`src/rtl/ebus_arbiter.sv`:
```
// EBUS ownership arbiter: round-robin grant, DEMAND/XFER handshake sequencing,
// DEMAND timeout and multiple-driver conflict detection on the mux select lines.
module ebus_arbiter #(
   parameter int NREQ    = 4,
   parameter int NDRV    = 12,
   parameter int TIMEOUT = 64
) (
   input  logic                    clk,
   input  logic                    CROBAR_N,
   input  logic [NREQ-1:0]         REQ,
   input  logic                    XFER,
   input  logic [NDRV-1:0]         DRIVING,
   input  logic                    ERR_CLR,
   output logic [NREQ-1:0]         GRANT,
   output logic                    DEMAND,
   output logic                    DONE,
   output logic                    TIMEOUT_ERR,
   output logic                    CONFLICT,
   output logic [$clog2(NREQ)-1:0] OWNER
);

   localparam int OW = $clog2(NREQ);
   localparam int CW = $clog2(TIMEOUT);

   typedef enum logic [1:0] {IDLE_S, GRANT_S, DEMAND_S, HOLD_S} stateT;

   stateT         state;
   stateT         stateNext;
   logic [OW-1:0] ownerReg;
   logic [OW-1:0] ownerNext;
   logic [OW-1:0] idx;
   logic [CW-1:0] count;
   logic [CW-1:0] countNext;
   logic          doneNext;
   logic          timeoutHit;
   logic          found;

   // Sticky error flags: a new error in the same cycle as ERR_CLR keeps the flag set.
   always_ff @(posedge clk or negedge CROBAR_N) begin
      if (!CROBAR_N) begin
         state       <= IDLE_S;
         ownerReg    <= OW'(NREQ - 1);
         count       <= '0;
         DONE        <= 1'b0;
         TIMEOUT_ERR <= 1'b0;
         CONFLICT    <= 1'b0;
      end else begin
         state       <= stateNext;
         ownerReg    <= ownerNext;
         count       <= countNext;
         DONE        <= doneNext;
         TIMEOUT_ERR <= timeoutHit | (TIMEOUT_ERR & ~ERR_CLR);
         CONFLICT    <= ($countones(DRIVING) > 1) | (CONFLICT & ~ERR_CLR);
      end
   end

   // Round-robin search starts one past the last owner, so reset (owner=NREQ-1) starts at 0.
   always_comb begin
      stateNext  = state;
      ownerNext  = ownerReg;
      countNext  = count;
      doneNext   = 1'b0;
      timeoutHit = 1'b0;
      found      = 1'b0;
      idx        = '0;
      case (state)
         IDLE_S: begin
            for (int i = 1; i <= NREQ; i++) begin
               idx = OW'((int'(ownerReg) + i) % NREQ);
               if (!found && REQ[idx]) begin
                  ownerNext = idx;
                  found     = 1'b1;
               end
            end
            if (found) stateNext = GRANT_S;
         end
         GRANT_S: begin
            if (!REQ[ownerReg]) begin
               stateNext = IDLE_S;
            end else begin
               stateNext = DEMAND_S;
               countNext = '0;
            end
         end
         DEMAND_S: begin
            countNext = count + CW'(1);
            if (XFER) begin
               stateNext = HOLD_S;
               doneNext  = 1'b1;
            end else if (!REQ[ownerReg]) begin
               stateNext = IDLE_S;
            end else if (count == CW'(TIMEOUT - 1)) begin
               stateNext  = IDLE_S;
               timeoutHit = 1'b1;
            end
         end
         HOLD_S: begin
            if (!REQ[ownerReg]) stateNext = IDLE_S;
         end
         default: stateNext = IDLE_S;
      endcase
   end

   // Outputs decode registered state only, so nothing flows combinationally from inputs.
   always_comb begin
      GRANT = '0;
      if (state != IDLE_S) GRANT[ownerReg] = 1'b1;
      DEMAND = (state == DEMAND_S);
      OWNER  = ownerReg;
   end

endmodule

```
`config.mk`:
```
export PLATFORM = sky130hd
export DESIGN_NAME = ebus_arbiter
export DESIGN_NICKNAME = d
export VERILOG_FILES = /design/src/rtl/ebus_arbiter.sv
export SDC_FILE = /design/constraint.sdc
export NUM_CORES = 1
export LEC_CHECK = 0
export CORE_AREA = 8 8 57 59
export DETAILED_ROUTE_END_ITERATION = 8
export DIE_AREA = 0 0 65 67
export PLACE_DENSITY = 0.84
export SLEW_MARGIN = 20
export SYNTH_ARGS = -nofsm -noshare
export SYNTH_HDL_FRONTEND = slang
export SYNTH_SLANG_ARGS = --single-unit
```
`constraint.sdc`:
```
create_clock -name clk -period 5.4 [get_ports clk]
set_input_delay 0.81 -clock clk [delete_from_list [all_inputs] [get_ports clk]]
set_output_delay 0.81 -clock clk [all_outputs]
set_load 0.01 [all_outputs]
```
* Word-level counts from Yosys, hierarchy flattened
Index checks and enable logic that the tools add are counted.
Widths: inputs -> output; s select.
** Storage, ports and cells
- Register bits after elaboration :: 13
- Bits of input ports :: 20
- Output and inout port bits :: 10
- Logic and storage cells :: 96
** Operators by class
- $add $sub $neg :: 16
- Magnitude comparators :: 7
- Eq/ne operators :: 8
- Mux-type cells :: 40
- Bitwise logic cells :: 5
- Reduce and logical (&&, ||, !) cells :: 14
** Operators with widths (count)
- $mux 1 :: 20
- $mux 2 :: 10
- $lt 2x3->1 const B :: 5
- $add 1x1->2 :: 6
- $pmux 6 s2 :: 1
- $bmux 1 s2 :: 5
- $add 2x2->3 :: 3
- $pmux 2 s4 :: 1
- $add 6x1->6 const B :: 1
- $eq 6x6->1 const B :: 1
- $mux 6 :: 1
- $ne 2x2->1 const B :: 3
- $add 4x3->5 :: 1
- $gt 5x1->1 const B :: 1
- $add 2x1->2 const B :: 2
- $add 2x2->2 const B :: 2
- $add 3x3->4 :: 1
- $eq 2x2->1 const B :: 2
- $logic_and 1x1->1 :: 4
- $mux 4 :: 1
- $ne 4x3->1 const B :: 1
- $reduce_and 2->1 :: 2
- $reduce_bool 2->1 :: 2
- $reduce_bool 4->1 :: 1
- other kinds (9) :: 13

* Depth between registers and ports, before layout
- Depth in word-level cells :: 19
- Gate-level depth with buffers :: 11
- Depth with buffers taken out :: 11

* Least setup slack after synthesis
Ideal clock, no wire load.
- Path type :: input -> register
- Start point :: in DRIVING[0]
- End point :: reg CONFLICT
- Setup time :: 123 ps
- Arrival :: 3632 ps
- Required time :: 5277 ps
- Path slack :: 1645 ps
- Cell stages on the path :: 10
- Path buffers :: 0
- Cell sequence :: inv_1 fa_1 fa_1 fa_1 fa_1 inv_1 ha_1 fa_1 a211oi_1 nand2_1
** Between the ends
- Word-level cells in the longest chain between the ends :: 6
** RTL lines
- start: declaration :: line 12 : input logic [NDRV-1:0] DRIVING,
- $add 1x1->2 (not written as such) :: line 53 : CONFLICT <= ($countones(DRIVING) > 1) | (CONFLICT & ~ERR_CLR);
- $add 2x2->3 (not written as such) :: line 53
- $add 3x3->4 (not written as such) :: line 53
- $add 4x3->5 (not written as such) :: line 53
- $gt 5x1->1 :: line 53
- $or 1x1->1 :: line 53
- end signal: assignment :: line 53
- end: declaration :: line 18 : output logic CONFLICT,
Every way passes these cells.
A chain may end at the register's enable or synchronous reset.

* Worst setup path after layout
- Start point :: in DRIVING[5]
- End point :: reg CONFLICT
The elaborated chain is that of the path after synthesis.

==> results.md <==
* Register area share after synthesis at approximately 28%
* CTS Hold Bufs at 0
* Cell Chain, Critical Path: clkdlybuf4s50_1 > inv_1 > fa_1 > fa_1 > fa_1 > fa_1 > inv_1 > ha_1 > fa_1 > a211oi_1 > nand2_1
* Final Util at 63.3%
* Synth Register Bits at 13
* Clk buf depth at 2
* Global route overflow at 0
* Die Y at between 60 and 70 um
* Worst vdd ir at roughly 0.39 mV
* Reg power frac at 28.7%
* Run status: completed
* Layout area overhead at 28.3%
* Clock Skews at 0.00817 ns
* Switch share at roughly 43%
* Ys flop type: dfrtp_1
* Final setup violation count at 0
* Clk pwr share at ~8.9%
* Crit path largest cell delay at between 0.5 and 0.6 ns
* Synth warn at 0
* Rel. slew slack at between 60% and 70%
* Number of top-level pins at 30
* Final setup TNS at 0 ns
* Most common cell in the netlist: inv_1
* First-pass DRT Iterations at 4
* Power Dens Cells at around 460 mW/mm2
* Reg2Reg Setup Slack at 2.97 ns
* Dpl hpwl at 2040 um
* Cell Area, Placed at 0.00147 mm2
* Vias at 937
* Post-route DRC at 0
* Fraction of layout cells with a size suffix above 1 at roughly a tenth
* Drt initial violations at 22
* H-tree depth at 1
* Min-delay src: CONFLICT$_DFF_PN0_
* Initial Utilization at 49.3%
* Initial antenna violation count at 0
* Routability Congestion at just over 0.8
* Synth top area share at 23.6%
* Delay-heaviest family, CP: adder cells
* PortBufs at 29
* Synth cell types at 43
* Endpoint, Worst Hold: CONFLICT$_DFF_PN0_
* Synth cell count leaders: inv_1 (21), dfrtp_1 (11), ha_1 (9)
* CTS tree: built
* Unrepaired setup endpoints after global routing: false
* Later-pin clock latency in the skew report at 0.28 ns
* R2r startpoint: OWNER[0]$_DFFE_PN1P_
* Worst-margin pin slew at between 0.5 and 0.6 ns
* Finished Cell Area at between 0.001 and 0.0015 mm2
* Synth area leader: dfrtp_1
* Worst Path Arrival at 4.26 ns
* Worst Path Max Fanout at 2
* Post-synth EDFFs at 0
* Core Region at 0.00236 mm2
* P_sw at slightly below 0.3 mW
* CTS resizes at 0
* FILL cells at 206
* Slew Limit Fails at 0
* Post-Syn Area at ~0.0012 mm2
* Critical Path End Type: register
* Via density per instance at 5.26
* WL final at 2460 um
* Worst-path clk slew at 0.08 ns
* RR Endpoint: OWNER[1]$_DFFE_PN1P_
* Tmin final at a little over 4 ns
* Worst Setup Start Kind: input port
* Comb power frac at between 60% and 70%
* Global-route wire length before repair at roughly 4200 um
* Crit path required time at 5.56 ns
* Row count at 18
* Lkg Pwr at 0.675 nW
* Max_cap viols at 0
* CTS Sinks at 13
* Die W at roughly 65 um
* Async SR Flop Fraction at between 90% and 100%
* Post-CTS Setup Bufs at 0
* Buf/Inv on CP at 3
* Non-filler instance count after layout at 178
* Placed Cells at between 150 and 200
* WL/cell at approximately 14 um
* TritonCTS Buffers at 3
* Synth top area cells: dfrtp_1 (24%), fa_1 (12%), ha_1 (9.7%)
* Power Internal at about 0.39 mW
* FMAX at around 240 MHz
* Antenna cells at 0
* Setup CP Type: in -> reg
* Root buffer cell: clkbuf_4
* Worst min path class: reg -> reg
* Vias in the first global route at between 900 and 1000
* Antenna Violating Nets Remaining at 0
* Worst-case reg-to-reg path depth at 5
* Final net count at about 190
* Syn_nets at 155
* Largest net degree at the start of global routing at 14
* Final hold violations at 0
* Die area at 0.00436 mm2
* Period utilization at 75.9%
* Most common cell on crit path: fa_1
* Hold Path Depth at 2
* Mean Syn Cell Area at ~9.8 um2
* Max stage delay cell, worst path: fa_1
* Total track usage at a little under an eighth
* Synth Instances at 119
registers in the layout, summed over array words and instances (netlist names):
signal and count:
state 2, CONFLICT 1, TIMEOUT_ERR 1, DONE 1
OWNER 2, count 6
how the worst max path moves through the flow:
stage,from,to,slack [ns],cells past startpoint
after floorplan,DRIVING[0],CONFLICT$_DFF_PN0_,1.64,10
final,DRIVING[5],CONFLICT$_DFF_PN0_,1.30,11
after detailed placement,DRIVING[5],CONFLICT$_DFF_PN0_,1.01,11
after global placement,DRIVING[0],CONFLICT$_DFF_PN0_,1.13,11
after global routing,DRIVING[5],CONFLICT$_DFF_PN0_,1.18,11
after CTS,DRIVING[5],CONFLICT$_DFF_PN0_,1.30,11
per-layer routing:
layer	up-vias	track usage, %	wire [um]
met2	29	19.1	1210
met3	4	3.36	201
met4	0	4.63	46
met5	-	0	0
li1	470	-	-
met1	434	14.5	1010
placed cells by master (no fill, tap or decap), drive strengths merged, types with 2 or more instances in the layout:
| cell type | n |
|---|---|
| and3 | 2 |
| nor2b | 2 |
| nand2 | 3 |
| clkdlybuf4s50 | 29 |
| nand2b | 2 |
| a22oi | 2 |
| o21ai | 7 |
| mux4 | 4 |
| inv | 21 |
| dfrtp | 11 |
| nand3 | 4 |
| dfstp | 2 |
| a21oi | 8 |
| clkbuf | 4 |
| nor3 | 2 |
| ha | 9 |
| or2 | 2 |
| o31ai | 2 |
| nor2 | 4 |
| fa | 7 |
| and2 | 5 |
power by group through the flow:
stage	Sequential, mW	Clock, mW	Combinational, mW
finish	0.197	0.0612	0.428
global route	0.207	0.0651	0.488
CTS	0.197	0.0618	0.432
detailed placement	0.197	0	0.431
global placement	0.195	0	0.414
floorplan	0.177	0	0.314
worst min-delay path: stages, from the launching register on:
cell and delay (ns):
dfrtp_1 0.36, a211oi_1 0.07, nand2_1 0.05
metrics by stage:
step / hold WS, ns / setup slack (ns) / power [mW]
6_report: 0.511 / 1.30 / 0.686
5_1_grt: 0.541 / 1.18 / 0.760
4_1_cts: 0.508 / 1.30 / 0.691
3_5_place_dp: 0.489 / 1.01 / 0.628
3_3_place_gp: 0.475 / 1.13 / 0.609
2_1_floorplan: 0.495 / 1.64 / 0.491
final cells by class:
class / instances / area, um2 / share of cell area, %
inverters: 21 / 78.8 / 5.27
flip-flops and latches: 13 / 328 / 21.9
multi-input cells: 81 / 736 / 49.2
repair buffers: 29 / 290 / 19.4
clock buffers: 4 / 26.3 / 1.76
well taps: 30 / 37.5 / 2.51
kinds of logic after synthesis:
family | after synthesis | share of synthesized area, %
AND/OR/NAND/NOR | 31 | 15.7
AO/OA/AOI/OAI | 27 | 15.3
buffers and inverters | 25 | 8.80
adder cells (fa/ha/maj) | 16 | 21.7
flip-flops | 13 | 28.1
multiplexers | 5 | 8.91
XOR/XNOR | 2 | 1.50
(Power assumes the default switching activity.)
